==> src/rtl/hs_arbiter.sv <==
// Round-robin arbiter feeding one 4-phase bundled-data channel from NREQ
// clocked valid/ready requesters; the channel acknowledge is synchronised locally.
module hs_arbiter #(
   parameter int             NREQ     = 4,
   parameter int             N        = 8,
   parameter int             SYNC     = 2,
   parameter int             SETUP    = 1,
   parameter logic [N-1:0]   RdataVal = '0,
   localparam int            PW       = (NREQ > 1) ? $clog2(NREQ) : 1
) (
   input  logic                 clk,
   input  logic                 rst,
   input  logic [NREQ-1:0]      req_v,
   output logic [NREQ-1:0]      req_rdy,
   input  logic [NREQ*N-1:0]    req_d,
   output logic                 r_o,
   input  logic                 a_o,
   output logic [N-1:0]         d_o,
   output logic [PW-1:0]        grant_id,
   output logic                 busy
);

   localparam int PW1 = PW + 1;
   localparam int CW  = (SETUP > 1) ? $clog2(SETUP) : 1;

   if (SETUP < 1) begin : g_bad_setup
      $error("hs_arbiter: SETUP must be at least 1");
   end
   if (SYNC < 2) begin : g_bad_sync
      $error("hs_arbiter: SYNC must be at least 2");
   end
   if (NREQ < 2 || NREQ > 16) begin : g_bad_nreq
      $error("hs_arbiter: NREQ must be in 2..16");
   end

   typedef enum logic [1:0] {
      ST_IDLE,
      ST_SETUP,
      ST_REQ,
      ST_REL
   } state_t;

   state_t          state, state_n;
   logic [SYNC-1:0] sync_q;
   logic [SYNC-1:0] warm_q;
   logic            ack_s;
   logic            sync_ok;
   logic [PW-1:0]   ptr_q;
   logic [PW-1:0]   win;
   logic [PW1-1:0]  idx;
   logic [N-1:0]    win_d;
   logic            win_vld;
   logic            grant;
   logic [CW-1:0]   cnt_q, cnt_n;
   logic            r_n;

   assign ack_s   = sync_q[SYNC-1];
   // Grants wait until the synchroniser has been refilled after reset, so an
   // acknowledge still high at reset exit is seen before anything is granted.
   assign sync_ok = warm_q[SYNC-1];

   always_ff @(posedge clk or negedge rst) begin
      if (!rst) begin
         sync_q <= '0;
         warm_q <= '0;
      end else begin
         sync_q <= {sync_q[SYNC-2:0], a_o};
         warm_q <= {warm_q[SYNC-2:0], 1'b1};
      end
   end

   always_comb begin
      win     = '0;
      win_vld = 1'b0;
      win_d   = '0;
      idx     = '0;
      for (int unsigned k = 0; k < NREQ; k++) begin
         idx = {1'b0, ptr_q} + PW1'(k);
         if (idx >= PW1'(NREQ)) begin
            idx = idx - PW1'(NREQ);
         end
         if (!win_vld && req_v[idx[PW-1:0]]) begin
            win     = idx[PW-1:0];
            win_vld = 1'b1;
         end
      end
      for (int unsigned k = 0; k < NREQ; k++) begin
         if (PW'(k) == win) begin
            win_d = req_d[k*N +: N];
         end
      end
   end

   assign grant = (state == ST_IDLE) && sync_ok && !ack_s && win_vld;

   always_ff @(posedge clk or negedge rst) begin
      if (!rst) begin
         state    <= ST_IDLE;
         cnt_q    <= '0;
         r_o      <= 1'b0;
         d_o      <= RdataVal;
         grant_id <= '0;
         ptr_q    <= '0;
      end else begin
         state <= state_n;
         cnt_q <= cnt_n;
         r_o   <= r_n;
         if (grant) begin
            d_o      <= win_d;
            grant_id <= win;
            ptr_q    <= (win == PW'(NREQ - 1)) ? '0 : win + 1'b1;
         end
      end
   end

   always_comb begin
      state_n = state;
      cnt_n   = cnt_q;
      r_n     = r_o;
      unique case (state)
         ST_IDLE: begin
            if (grant) begin
               state_n = ST_SETUP;
               cnt_n   = '0;
            end
         end
         ST_SETUP: begin
            if (cnt_q == CW'(SETUP - 1)) begin
               r_n     = 1'b1;
               state_n = ST_REQ;
            end else begin
               cnt_n = cnt_q + 1'b1;
            end
         end
         ST_REQ: begin
            if (ack_s) begin
               r_n     = 1'b0;
               state_n = ST_REL;
            end
         end
         ST_REL: begin
            if (!ack_s) begin
               state_n = ST_IDLE;
            end
         end
         default: state_n = ST_IDLE;
      endcase
   end

   always_comb begin
      req_rdy = '0;
      if (grant) begin
         req_rdy[win] = 1'b1;
      end
      busy = (state != ST_IDLE);
   end

endmodule

==> config.mk <==
export PLATFORM = sky130hd
export DESIGN_NAME = hs_arbiter
export DESIGN_NICKNAME = d
export VERILOG_FILES = /design/src/rtl/hs_arbiter.sv
export SDC_FILE = /design/constraint.sdc
export NUM_CORES = 1
export LEC_CHECK = 0
export ABC_CLOCK_PERIOD_IN_PS = 2800
export BUFFER_PORTS_ARGS = -buffer_cell sky130_fd_sc_hd__buf_2
export CAP_MARGIN = 20
export CORE_MARGIN = 2
export CORE_UTILIZATION = 47
export DETAILED_ROUTE_END_ITERATION = 12
export PLACE_DENSITY = 0.84
export REMOVE_ABC_BUFFERS = 1
export SYNTH_ARGS = -nofsm -noshare
export SYNTH_HDL_FRONTEND = slang
export SYNTH_SLANG_ARGS = --single-unit
==> constraint.sdc <==
create_clock -name clk -period 2.8 [get_ports clk]
set_input_delay 0.42 -clock clk [delete_from_list [all_inputs] [get_ports clk]]
set_output_delay 0.42 -clock clk [all_outputs]
set_load 0.01 [all_outputs]
==> impl_metrics.env <==
export IMPL_coreArea_um2=2710
export IMPL_synth_cells=144
export IMPL_cts_made_buffers=3
export IMPL_yosysSeqAreaShare=0.363
export IMPL_nNetsFinal=244
export IMPL_clkSinkCount=19
export IMPL_vias=1263
export IMPL_final_cell_area_um2=1620
export IMPL_min_period_over_period=0.918
export IMPL_slew_viol_final=0
export IMPL_die_width_um=56.8
export IMPL_gr_total_overflow=0
export IMPL_status="finished, final reports clean"
export IMPL_synth_seq_cells=19
export IMPL_grt_first_pass_wirelength_mm=5.30
export IMPL_fin_skew_ns=0.00295
export IMPL_ir_drop_uv=543
export IMPL_maxCapViolCount=0
export IMPL_cp_data_required_time_ns=2.38
export IMPL_syn_area_um2=1310
export IMPL_rrSetupSlack_ns=0.61
export IMPL_post_cts_setup_buffer_count=0
export IMPL_root_buffer="clkbuf_4"
export IMPL_end_kind="output port"
export IMPL_cp_max_fo=17
export IMPL_finalSetupViolations=0
export IMPL_ys_flop_type="dfrtp_1"
export IMPL_postPlaceCellArea_um2=1590
export IMPL_hp_class="primary input to asynchronous set/reset pin"
export IMPL_wirelength_mm=3.10
export IMPL_first_pass_iters=6
export IMPL_fin_setup_tns_ns=0
export IMPL_holdBufCountCts=0
export IMPL_mostFrequentLayoutCells="buf_2 (54), dfrtp_1 (19), a21oi_1 (18)"
export IMPL_startpoint_type="flip-flop"
export IMPL_routedWlPerCell_um=13.7
export IMPL_chipHeight_um=56.8
export IMPL_syn2layout_area_growth_pct=23.5
export IMPL_drive_above_1_share=0.354
export IMPL_die_area_um2=3230
export IMPL_drt_iter0_drc=15
export IMPL_leakagePower_nw=0.829
export IMPL_yosys_cell_types_count=38
export IMPL_antenna_found_initial=0
export IMPL_synthTopCellsByArea="dfrtp_1 (36%), ha_1 (8.6%), a21oi_1 (6.9%)"
export IMPL_pin_count=55
export IMPL_clockBufferDepth=2
export IMPL_gp_congestion=0.838
export IMPL_synth_avg_cell_area_um2=9.10
export IMPL_yosysTopAreaCell="dfrtp_1"
export IMPL_ant_nets=0
export IMPL_rsz0062_at_grt="no"
export IMPL_grt_max_degree=20
export IMPL_maxSlewHeadroom=0.662
export IMPL_cts_resized=0
export IMPL_h_tree_depth=1
export IMPL_synth_edff_count=0
export IMPL_drc_errors=0
export IMPL_worstPathArrival_ns=2.15
export IMPL_hold_viol_final=0
export IMPL_diodes=0
export IMPL_clk_pin_slew_worst_paths_ns=0.10
export IMPL_min_period_ns=2.57
export IMPL_hpwl_mm=2.40
export IMPL_worst_slew_pin_slew_ns=0.507
export IMPL_layout_commonest_cell="buf_2"
export IMPL_yosys_area_top_type_share=0.363
export IMPL_port_buffers=54
export IMPL_grt_pass1_vias=1182
export IMPL_grt_usage=0.209
export IMPL_routed_via_density=5.59
export IMPL_async_flop_share=1.00
export IMPL_critPathKind="flip-flop to output port"
export IMPL_placementRows=19
export IMPL_synth_warnings=0
export IMPL_fmax_mhz=389
export IMPL_powerDensity_nw_per_um2=912
export IMPL_clk_latency_ns=0.29
export IMPL_cts_tree="done"
export IMPL_start_util=0.483
[Yosys cell counts (2+ instances only)]
cell and n:
o22ai_1 2, mux2_2 2, nor2_1 4, and3_1 5, a221o_1 8, a31oi_1 6
a31oi_2 3, ha_1 9, inv_1 14, clkbuf_1 7, a21boi_1 2, nand2_1 10
buf_6 2, nand3_1 2, a21oi_1 18, nand3b_1 9, nand2b_1 2, dfrtp_1 19
[routing by layer]
layer,track usage,share of wire
met1,0.254,0.41
met3,0.0346,0.066
met2,0.370,0.51
met4,0.0731,0.0087
met5,0,0
[worst paths after layout]
path | depth (start not counted) | from | endpoint
max in group asynchronous | 1 | rst | warm_q[0]
worst min-delay path | 1 | rst | state[0]
min in group clk | 1 | a_o | sync_q[0]
worst max-delay path | 6 | ptr_q[0] | req_rdy[1]
worst max register to register | 7 | ptr_q[0] | d_o[5]
worst min register to register | 0 | sync_q[0] | sync_q[1]
[worst max-delay path, stage by stage (launching register included)]
cell	delay, ns
dfrtp_1	0.44
nand2b_1	0.12
a21o_1	0.19
and4_1	0.23
ha_1	0.48
and3_1	0.25
buf_2	0.13
[kinds of logic (layout without fill, tap and decap cells)]
family | after synthesis | after routing | synth area share
compound gates | 47 | 47 | 0.257
fa+ha+maj | 9 | 9 | 0.0860
buf+inv | 25 | 76 | 0.0840
flops | 19 | 19 | 0.363
mux | 3 | 3 | 0.0248
other cells | 1 | 1 | 0.00286
simple gates | 40 | 40 | 0.182
[sequential cells by signal (all words and copies together), names as in the netlist]
register / flops
d_o: 8
grant_id: 2
ptr_q: 2
r_o: 1
state: 2
sync_q: 2
warm_q: 2
[where the power goes]
group / switching (mW) / leakage [nW] / internal [mW]
registers: 0.0825 / 0.220 / 0.387
clock network: 0.0803 / 0.0150 / 0.0554
logic: 0.455 / 0.594 / 0.416
[area by class of cell]
| class | count | area [um^2] |
|---|---|---|
| multi-input cells | 100 | 724 |
| repair buffers | 58 | 300 |
| fillers | 268 | 1090 |
| clock buffers | 4 | 26.3 |
| inverters | 14 | 52.6 |
| well taps | 31 | 38.8 |
| flip-flops and latches | 19 | 475 |
[through the flow]
| step | setup slack, ns | util | power (mW) | cells | hold slack, ns |
|---|---|---|---|---|---|
| 3_3_place_gp | 0.342 | 0.587 | 1.32 | 222 | 0.332 |
| 4_1_cts | 0.267 | 0.597 | 1.48 | 226 | 0.0546 |
| 5_1_grt | 0.102 | 0.597 | 1.62 | 226 | 0.0619 |
| 2_1_floorplan | 0.485 | - | 1.07 | 133 | 0.124 |
| 6_report | 0.230 | 0.597 | 1.48 | 226 | 0.0485 |
| 3_5_place_dp | 0.313 | 0.587 | 1.34 | 222 | 0.345 |
(Power assumes the default switching activity.)
